**src/rtl/seq_magnitude_comparator.sv**
```systemverilog
// Multi-cycle WIDTH-bit magnitude comparator: MSB-first, CHUNK bits per clock, early exit.
// Optional signed mode (sgn port) is enabled by defining SIGNED_CMP_EN.
module seq_magnitude_comparator #(
  parameter int WIDTH = 16,
  parameter int CHUNK = 4
) (
  input  logic             clk,
  input  logic             rst_n,
  input  logic             start,
  input  logic [WIDTH-1:0] in1,
  input  logic [WIDTH-1:0] in2,
`ifdef SIGNED_CMP_EN
  input  logic             sgn,
`endif
  output logic             busy,
  output logic             done,
  output logic             Greater,
  output logic             Equal,
  output logic             Less
);

  localparam int N     = WIDTH / CHUNK;
  localparam int CNT_W = (N > 1) ? $clog2(N) : 1;

  typedef enum logic {IDLE, CMP} state_t;
  typedef struct packed {
    logic gt;
    logic eq;
    logic lt;
  } res_t;

  state_t           state, state_n;
  logic [WIDTH-1:0] a, b, a_n, b_n;
  logic [CNT_W-1:0] cnt, cnt_n;
  res_t             res, res_n;
  logic             done_n;
  logic [WIDTH-1:0] flip;
  logic [CHUNK-1:0] a_top, b_top;

  // Inverting both MSBs maps two's complement onto unsigned order.
`ifdef SIGNED_CMP_EN
  localparam logic [WIDTH-1:0] MSB = WIDTH'(1) << (WIDTH - 1);
  assign flip = sgn ? MSB : '0;
`else
  assign flip = '0;
`endif

  assign a_top = a[WIDTH-1 -: CHUNK];
  assign b_top = b[WIDTH-1 -: CHUNK];

  always_comb begin
    state_n = state;
    a_n     = a;
    b_n     = b;
    cnt_n   = cnt;
    res_n   = res;
    done_n  = 1'b0;
    case (state)
      IDLE: begin
        if (start) begin
          a_n     = in1 ^ flip;
          b_n     = in2 ^ flip;
          cnt_n   = CNT_W'(N - 1);
          state_n = CMP;
        end
      end
      CMP: begin
        if (a_top > b_top) begin
          res_n   = '{gt: 1'b1, eq: 1'b0, lt: 1'b0};
          done_n  = 1'b1;
          state_n = IDLE;
        end else if (a_top < b_top) begin
          res_n   = '{gt: 1'b0, eq: 1'b0, lt: 1'b1};
          done_n  = 1'b1;
          state_n = IDLE;
        end else if (cnt == '0) begin
          res_n   = '{gt: 1'b0, eq: 1'b1, lt: 1'b0};
          done_n  = 1'b1;
          state_n = IDLE;
        end else begin
          a_n   = a << CHUNK;
          b_n   = b << CHUNK;
          cnt_n = cnt - CNT_W'(1);
        end
      end
      default: state_n = IDLE;
    endcase
  end

  always_ff @(posedge clk or negedge rst_n) begin
    if (!rst_n) begin
      state <= IDLE;
      a     <= '0;
      b     <= '0;
      cnt   <= '0;
      res   <= '0;
      done  <= 1'b0;
    end else begin
      state <= state_n;
      a     <= a_n;
      b     <= b_n;
      cnt   <= cnt_n;
      res   <= res_n;
      done  <= done_n;
    end
  end

  assign busy    = (state == CMP);
  assign Greater = res.gt;
  assign Equal   = res.eq;
  assign Less    = res.lt;

endmodule

```
**config.mk**
```make
export PLATFORM = sky130hd
export DESIGN_NAME = seq_magnitude_comparator
export DESIGN_NICKNAME = d
export VERILOG_FILES = /design/src/rtl/seq_magnitude_comparator.sv
export SDC_FILE = /design/constraint.sdc
export NUM_CORES = 1
export LEC_CHECK = 0
export ABC_AREA = 1
export CAP_MARGIN = 20
export CORE_UTILIZATION = 50
export DETAILED_ROUTE_END_ITERATION = 8
export PLACE_DENSITY = 0.81
export SLEW_MARGIN = 0
export SYNTH_ARGS = -nofsm -noshare
export SYNTH_HDL_FRONTEND = slang
export SYNTH_SLANG_ARGS = --single-unit
```
**constraint.sdc**
```tcl
create_clock -name clk -period 1.89 [get_ports clk]
set_clock_uncertainty 0.15 [all_clocks]
set_input_delay 0.189 -clock clk [delete_from_list [all_inputs] [get_ports clk]]
set_output_delay 0.189 -clock clk [all_outputs]
set_load 0.03 [all_outputs]
```
# Word level (Yosys, flattened, before mapping)
# Index checks and enable logic that the tools add are counted.
[word_totals] inputBits=35 out_inout_bits=5 elab_cells=47 register_bits=39
[classes] n_lt_le_gt_ge=2 eq_ne=4 reduce_logical=4 n_addsub=1 muxes=27 n_bitwise=1
[op_table] cell="2-to-1 mux 16 bit" n=8
[op_table] cell="one-hot mux 16 bit (2 select lines)" n=2
[op_table] cell="2-to-1 mux 3 bit" n=3
[op_table] cell="2-to-1 mux 1 bit" n=8
[op_table] cell="2-to-1 mux 2 bit" n=4
[op_table] cell="inequality test 2 bit, second input constant" n=4
[op_table] cell="> comparator 4 bit" n=1
[op_table] cell="less-than comparator 4 bit" n=1
[op_table] cell="one-hot mux 2 bit (2 select lines)" n=1
[op_table] cell="AND reduction 4 bit" n=1
[op_table] cell="nonzero test 3 bit" n=1
[op_table] cell="logical NOT 2 bit" n=1
[op_table] cell="one-hot mux 1 bit (2 select lines)" n=1
[op_table] cell="AND reduction 2 bit" n=1
[op_table] cell="subtractor 2 x 1 -> 2 bit, second input constant" n=1
[op_table] cell="NOT 1 bit" n=1

# Longest topological paths before layout
# Gate-level depths: netlist (run 1).
[depth] word_depth=5 mapped_depth=12 mapped_depth_nobuf=11

# Worst setup path before layout (run 1)
# Ideal clock, no wire load.
[synth_path] path_type="reg-to-reg" start="register a[15]" end="register cnt[1]" period_less_slack_ps=1662 arrival_ps=1395 stages_incl_launch_ff=11 setup_slack_ps=228 required_ps=1623 setup_time_ps=117 path_buffers=1 path_cell_list="dfrtp_1 -> ha_1 -> nand2_1 -> clkinv_1 -> nand2_1 -> nand2_2 -> nand3_4 -> nand2_4 -> buf_6 -> nand2_1 -> nand2_1"
[synth_via] elab_chain_cells=3 word_cells_on_any_way=5 cone_classes="2 x order compare; 2 x eq/ne; 1 x reduce/logical"
[synth_lines] item="start, declared" line="33" source="logic [WIDTH-1:0] a, b, a_n, b_n;"
[synth_lines] item="start signal, assigned" line="100" source="a <= a_n;"
[synth_lines] item="less-than comparator 4 bit / > comparator 4 bit (equally long branches)" line="72, 68"
[synth_lines] item="inequality test 2 bit (no line)"
[synth_lines] item="AND reduction 4 bit (no line) *"
[synth_lines] item="end signal, assigned" line="102" source="cnt <= cnt_n;"
[synth_lines] item="end, declared" line="34" source="logic [CNT_W-1:0] cnt, cnt_n;"
# Mark *: on every way between the ends. The rest lies on a longest branch, timed or not.
# A chain may end at the register's enable or synchronous reset.

# Worst setup path after layout (run 1)
[layout_path] start="register a[15]" end="register b[5]"
[layout_via] elab_chain_cells=3 word_cells_on_any_way=5 cone_classes="2 x order compare; 2 x eq/ne; 1 x reduce/logical"
[layout_lines] item="less-than comparator 4 bit / > comparator 4 bit (equally long branches)" line="72, 68"
[layout_lines] item="inequality test 2 bit (no line)"
[layout_lines] item="AND reduction 4 bit (no line) *"
[layout_lines] item="end signal, assigned" line="101" source="b <= b_n;"
[layout_lines] item="end, declared" line="33"
# Marked as above.

==> reports/results.ini, run 1 <==
[logic_synthesis]
syn_avg_cell_area_sq_um = 7.364
yosys_warnings = 0
ys_types = 19
syn_inst = 270
ys_seq_area_share_pct = 49.09
mappedNetlistArea_sq_mm = 0.001988
syn_nets = 310
synth-seq-cells = 39

[cells_and_area]
mostFrequentLayoutCells = nand2_1, dfrtp_1, clkdlybuf4s50_1
final_cells = 368
layout.nets = 359
layout_commonest_cell = nand2_1
syn2layout_area_growth_pct = 33.98
drive_gt1_share_pct = 10.00
insertedDiodeCount = 0
fin_area_sq_mm = 0.002664

[detailed_routing]
dr.first_iter.drc_count = 106
firstDrtPassIters = 4
ant_nets = 0
met3WireLength_microns = 237
vias_per_cell = 5.016
avgRoutedWirePerCell_microns = 12.24
wl_met1_microns = 1916
wl_microns = 4504
top_layer_used = met4
drc = 0
wl_met2_microns = 2312
num_vias = 1846

[pwr]
p_leak_nw = 1.446
power_density_mw_per_mm2 = 1351
p_seq_share_pct = 39.3
power.switching_mw = 1.454
vdd_drop_max_v = 0.0006112
clkPwrFrac_pct = 14.9
switching_share_pct = 40.41
comb_power_share_pct = 45.8
intPower_mw = 2.145

[clock_tree]
cts_tree = yes
clock-sinks = 39
clk_pin_slew_ns = 0.07
clk_path_buf_depth = 2
numCtsBuffers = 5
root_buffer = clkbuf_8
cts_max_level = 2
clock_latency_ns = 0.29

[timing]
fin_ws_ns = 0.06778
worst_pin_slew_ns = 0.4977
fin_setup_tns_ns = 0
relSlewSlack_pct = 66.70
finalCritPeriodShare_pct = 96.41
period_needed_ns = 1.822
setup_viol = 0
rsz0062_at_grt = yes
max_freq_mhz = 548.8
slew_viol_final = 0
hold_viol_final = 0

[min_path]
hold_path_class = input pin to register

[critical_path]
crit_path_max_incr_delay_ns = 0.42
crit_fanout = 11
cpLargestDelayFamily = simple AND/OR/NAND/NOR gates
worst_setup_path_start_kind = register
cpMaxStageDelayCell = dfrtp_1
crit_type = register to register
required_ns = 1.93
cp_data_arrival_time_ns = 1.86
end_kind = register
timing.critical_path.buf_inv = 2
worstPathCellList = ha_4 -> nand2_2 -> nor2_2 -> nand3_4 -> buf_4 -> clkbuf_16 -> nand3_1 -> nand2_1

[grt]
grt_usage_pct = 22.61
grt_max_degree = 40
overflow = 0
grt_pass1_vias = 1708
grt_pass1_wl_microns = 7383
antenna_found_initial = 0

[place]
gp_congestion = 0.8107
place_inst = 351
placed_cell_area_sq_mm = 0.002410
port_buffers = 39
pre_cts_ws_ns = 0.06749
dp_hpwl_microns = 2801

[floorplan]
initial_core_util_pct = 53.11
core-area_sq_mm = 0.003744
dieHeight_microns = 65.06
io_pins = 40
rows = 22
die-area_sq_mm = 0.004233
die_x_microns = 65.06

[outcome]
outcome = complete, no violations

[flow_run]
cap_violations = 0

[path summary, 6_finish.rpt]
check	slack, ns	cells past startpoint	startpoint	endpoint
worst max register to register	0.07	8	a[15]	b[5]
worst min-delay path	0.28	3	in2[1]	b[1]
worst min register to register	0.32	2	Less	Less
worst max-delay path	0.07	8	a[15]	b[5]
min in group asynchronous	0.34	3	rst_n	Equal
max in group asynchronous	0.91	3	rst_n	a[3]
[cells in the mapped netlist]
cell | n | area [sq um]
nand2_1 | 156 | 585.6
dfrtp_1 | 39 | 975.9
nand3_1 | 35 | 175.2
inv_1 | 11 | 41.29
buf_2 | 5 | 25.02
ha_1 | 5 | 62.56
clkbuf_1 | 4 | 15.01
buf_6 | 2 | 22.52
nand2_2 | 2 | 12.51
nor2_1 | 2 | 7.510
a21oi_1 | 1 | 5.000
buf_1 | 1 | 3.750
buf_4 | 1 | 7.510
clkinv_1 | 1 | 3.750
inv_2 | 1 | 3.750
nand2_4 | 1 | 11.26
nand3_4 | 1 | 17.52
nand4_1 | 1 | 6.260
nor2_2 | 1 | 6.260
[metrics by stage]
stage / util (%) / total power [mW] / hold slack, ns
2_1_floorplan: - / 2.462 / -0.2566
6_report: 71.16 / 3.599 / 0.2765
4_1_cts: 66.81 / 3.409 / 0.2698
3_5_place_dp: 64.37 / 2.870 / 0.1244
3_3_place_gp: 64.37 / 2.794 / 0.1173
5_1_grt: 71.16 / 3.930 / 0.2991
[final cells by class]
cell class              instances  area [sq um]
repair buffers                 53         549.3
inverters                      13         48.80
fillers                       307          1080
clock buffers                   7         76.32
flip-flops and latches         39         975.9
multi-input cells             207         948.4
well taps                      48         60.06
clock inverters                 1         5.005
[worst reg2reg max path, cell delays in order, from the launching register on]
cell and delay [ns]:
dfrtp_1 0.42, ha_4 0.29, nand2_2 0.06, nor2_2 0.22, nand3_4 0.11, buf_4 0.18, clkbuf_16 0.16, nand3_1 0.07
nand2_1 0.05
[per-layer routing]
layer | GRT usage [%] | vias up
met4 | 7.065 | 0
li1 | - | 939
met2 | 39.71 | 51
met1 | 26.72 | 853
met5 | 0 | -
met3 | 5.986 | 3
[flip-flops by register name, summed over array words and instances (netlist names)]
| name | count |
|---|---|
| done | 1 |
| a | 16 |
| busy | 1 |
| Greater | 1 |
| Less | 1 |
| Equal | 1 |
| b | 16 |
| cnt | 2 |
[cell families after synthesis]
kind of cell | Yosys count | share of synthesized area (%)
simple gates | 199 | 41.35
flops | 39 | 49.09
buf+inv | 26 | 6.167
fa+ha+maj | 5 | 3.147
compound gates | 1 | 0.2515
[power by group through the flow]
stage / clock, mW / sequential, mW / combinational, mW
after global routing: 0.589 / 1.46 / 1.88
after floorplan: 0 / 1.44 / 1.02
final: 0.538 / 1.41 / 1.65
after detailed placement: 0 / 1.42 / 1.45
after CTS: 0.550 / 1.40 / 1.46
after global placement: 0 / 1.40 / 1.39
[timing repair]
| item | 4_1_cts | 5_1_grt |
|---|---|---|
| gates resized for setup | 0 | 11 |
| setup endpoints to repair | 0 | 34 |
| hold endpoints to repair | 39 | 0 |
| hold buffers | 1 | 0 |
| setup buffers | 0 | 4 |
Power figures use the tool's default switching activity.
==> run 2: changes to the inputs <==
--- a/config.mk
+++ b/config.mk
@@ -7,6 +7,7 @@
 export LEC_CHECK = 0
 export ABC_AREA = 1
 export CAP_MARGIN = 20
+export CORE_MARGIN = 4
 export CORE_UTILIZATION = 50
 export DETAILED_ROUTE_END_ITERATION = 8
 export PLACE_DENSITY = 0.81
==> reports/results.ini, run 2 (synthesis gave the netlist of run 1 again) <==
[outcome]
outcome = complete, no violations  ; unchanged

[pwr]
p_seq_share_pct = 36.9  ; was 39.3%
power.switching_mw = 1.588  ; was 1.454 mW
comb_power_share_pct = 48.6  ; was 45.8%
power_density_mw_per_mm2 = 1398  ; was 1351 mW/mm^2
vdd_drop_max_v = 0.0005963  ; was 0.0006112 V
clkPwrFrac_pct = 14.5  ; was 14.9%
switching_share_pct = 41.67  ; was 40.41%
p_leak_nw = 1.468  ; was 1.446 nW
intPower_mw = 2.222  ; was 2.145 mW

[cells_and_area]
layout.nets = 362  ; was 359
fill_cells = 308  ; was 307
insertedDiodeCount = 0  ; unchanged
multi_input_area_sq_mm = 0.001031  ; was 948.4 sq um
layout_commonest_cell = nand2_1  ; unchanged
syn2layout_area_growth_pct = 37.07  ; was 33.98%
final_cells = 371  ; was 368
mostFrequentLayoutCells = nand2_1, dfrtp_1, clkdlybuf4s50_1  ; unchanged
seq_area_sq_um = 975.9  ; unchanged
largestRegisters = a (16), b (16), cnt (2)  ; unchanged
drive_gt1_share_pct = 17.65  ; was 10.00%

[critical_path]
worst_setup_path_start_kind = register  ; unchanged
crit_path_max_incr_delay_ns = 0.39  ; was 0.42 ns
required_ns = 1.93  ; about the same
cp_data_arrival_time_ns = 1.85  ; was 1.86 ns
crit_fanout = 7  ; was 11
crit_type = register to register  ; unchanged
end_kind = register  ; unchanged
cpMaxStageDelayCell = dfrtp_1  ; unchanged
worstPathCellList = ha_1 -> nand2_1 -> nand2_1 -> nand2_2 -> nand2_2 -> nand3_4 -> buf_12 -> nand2_8 -> nand2_2 -> nand2_1  ; was ha_4 -> nand2_2 -> nor2_2 -> nand3_4 -> buf_4 -> clkbuf_16 -> nand3_1 -> nand2_1

[floorplan]
rows = 22  ; unchanged
die-area_sq_mm = 0.005050  ; was 0.004233 sq mm
io_pins = 40  ; unchanged
core-area_sq_mm = 0.003744  ; unchanged
dieHeight_microns = 71.06  ; was 65.06 microns
initial_core_util_pct = 53.11  ; unchanged
die_x_microns = 71.06  ; was 65.06 microns

[clock_tree]
cts_tree = yes  ; unchanged
clk_path_buf_depth = 2  ; unchanged
root_buffer = clkbuf_8  ; unchanged
cts_max_level = 2  ; unchanged
clock-sinks = 39  ; unchanged
numCtsBuffers = 5  ; unchanged
clock_latency_ns = 0.30  ; was 0.29 ns
clk_pin_slew_ns = 0.08  ; was 0.07 ns

[place]
port_buffers = 39  ; unchanged
place_inst = 350  ; was 351
dp_hpwl_microns = 2946  ; was 2801 microns
pre_cts_ws_ns = -0.03604  ; was 0.06749 ns
gp_congestion = 0.7969  ; was 0.8107

[timing]
fin_ws_ns = 0.07622  ; was 0.06778 ns
finalCritPeriodShare_pct = 95.97  ; was 96.41%
max_freq_mhz = 551.3  ; was 548.8 MHz
period_needed_ns = 1.814  ; was 1.822 ns
relSlewSlack_pct = 58.58  ; was 66.70%
hold_viol_final = 0  ; unchanged
slew_viol_final = 0  ; unchanged
worst_pin_slew_ns = 0.6192  ; was 0.4977 ns
setup_viol = 0  ; unchanged

[detailed_routing]
avgRoutedWirePerCell_microns = 12.92  ; was 12.24 microns
firstDrtPassIters = 6  ; was 4
ant_nets = 0  ; unchanged
wl_microns = 4792  ; was 4504 microns
drc = 0  ; unchanged
dr.first_iter.drc_count = 119  ; was 106
vias_per_cell = 5.102  ; was 5.016
num_vias = 1893  ; was 1,846

[grt]
grt_pass1_wl_microns = 7417  ; was 7383 microns
grt_pass1_vias = 1738  ; was 1,708
antenna_found_initial = 0  ; unchanged
grt_max_degree = 40  ; unchanged
overflow = 0  ; unchanged
grt_usage_pct = 18.41  ; was 22.61%

[flow_run]
cap_violations = 0  ; unchanged

[min_path]
hold_path_class = input pin to register  ; unchanged

[run 2: power by group through the flow]
stage	Combinational, mW	Sequential, mW	Clock, mW
finish	1.85	1.41	0.552
global route	2.06	1.44	0.584
CTS	1.48	1.40	0.557
detailed placement	1.45	1.42	0
global placement	1.39	1.40	0
floorplan	1.02	1.44	0
[run 2: what timing repair did]
action | CTS | global route
gates resized for setup | 3 | 31
hold buffers | 1 | 0
setup endpoints to repair | 29 | 34
setup buffers | 0 | 9
gates cloned | 0 | 3
endpoints found under the hold margin | 39 | 0
pin swaps | 0 | 6
[run 2: worst paths after layout]
path	start	cells after the start	to	slack, ns
worst max-delay path	a[13]	10	a[13]	0.08
max in group asynchronous	rst_n	3	a[14]	0.92
worst min-delay path	in1[0]	3	a[0]	0.27
min in group asynchronous	rst_n	3	b[13]	0.33
worst min register to register	Greater	2	Greater	0.33
worst max register to register	a[13]	10	a[13]	0.08
[run 2: worst max-delay path: cells and delay by family (launching register included)]
kind	cells	cell delay, ns
flip-flops	1	0.39
adder cells (fa/ha/maj)	1	0.33
AND/OR/NAND/NOR	8	0.68
buffers and inverters	1	0.17
[run 2: per-layer routing]
metal  vias up  wire length [microns]  global-route usage (%)
li1        946                      -                       -
met1       862                   1901                   21.40
met2        71                   2428                   31.82
met3        14                    327                   5.398
met4         0                    135                   7.307
met5         -                      0                       0
[run 2: layout make-up]
type | count | area share, %
clock buffers | 7 | 2.801
well taps | 48 | 2.204
repair buffers | 55 | 19.38
flip-flops and latches | 39 | 35.81
inverters | 13 | 1.791
multi-input cells | 208 | 37.83
clock inverters | 1 | 0.1837
[run 2: through the flow]
stage	total power [mW]	hold slack [ns]	TNS [ns]	cell area, sq um	util [%]
3_3_place_gp	2.791	0.1189	0	2402	64.17
2_1_floorplan	2.462	-0.2566	0	1988	-
3_5_place_dp	2.871	0.1191	-0.4853	2402	64.17
5_1_grt	4.093	0.2780	-0.02874	2725	72.79
4_1_cts	3.433	0.2644	0	2510	67.05
6_report	3.810	0.2721	0	2725	72.79
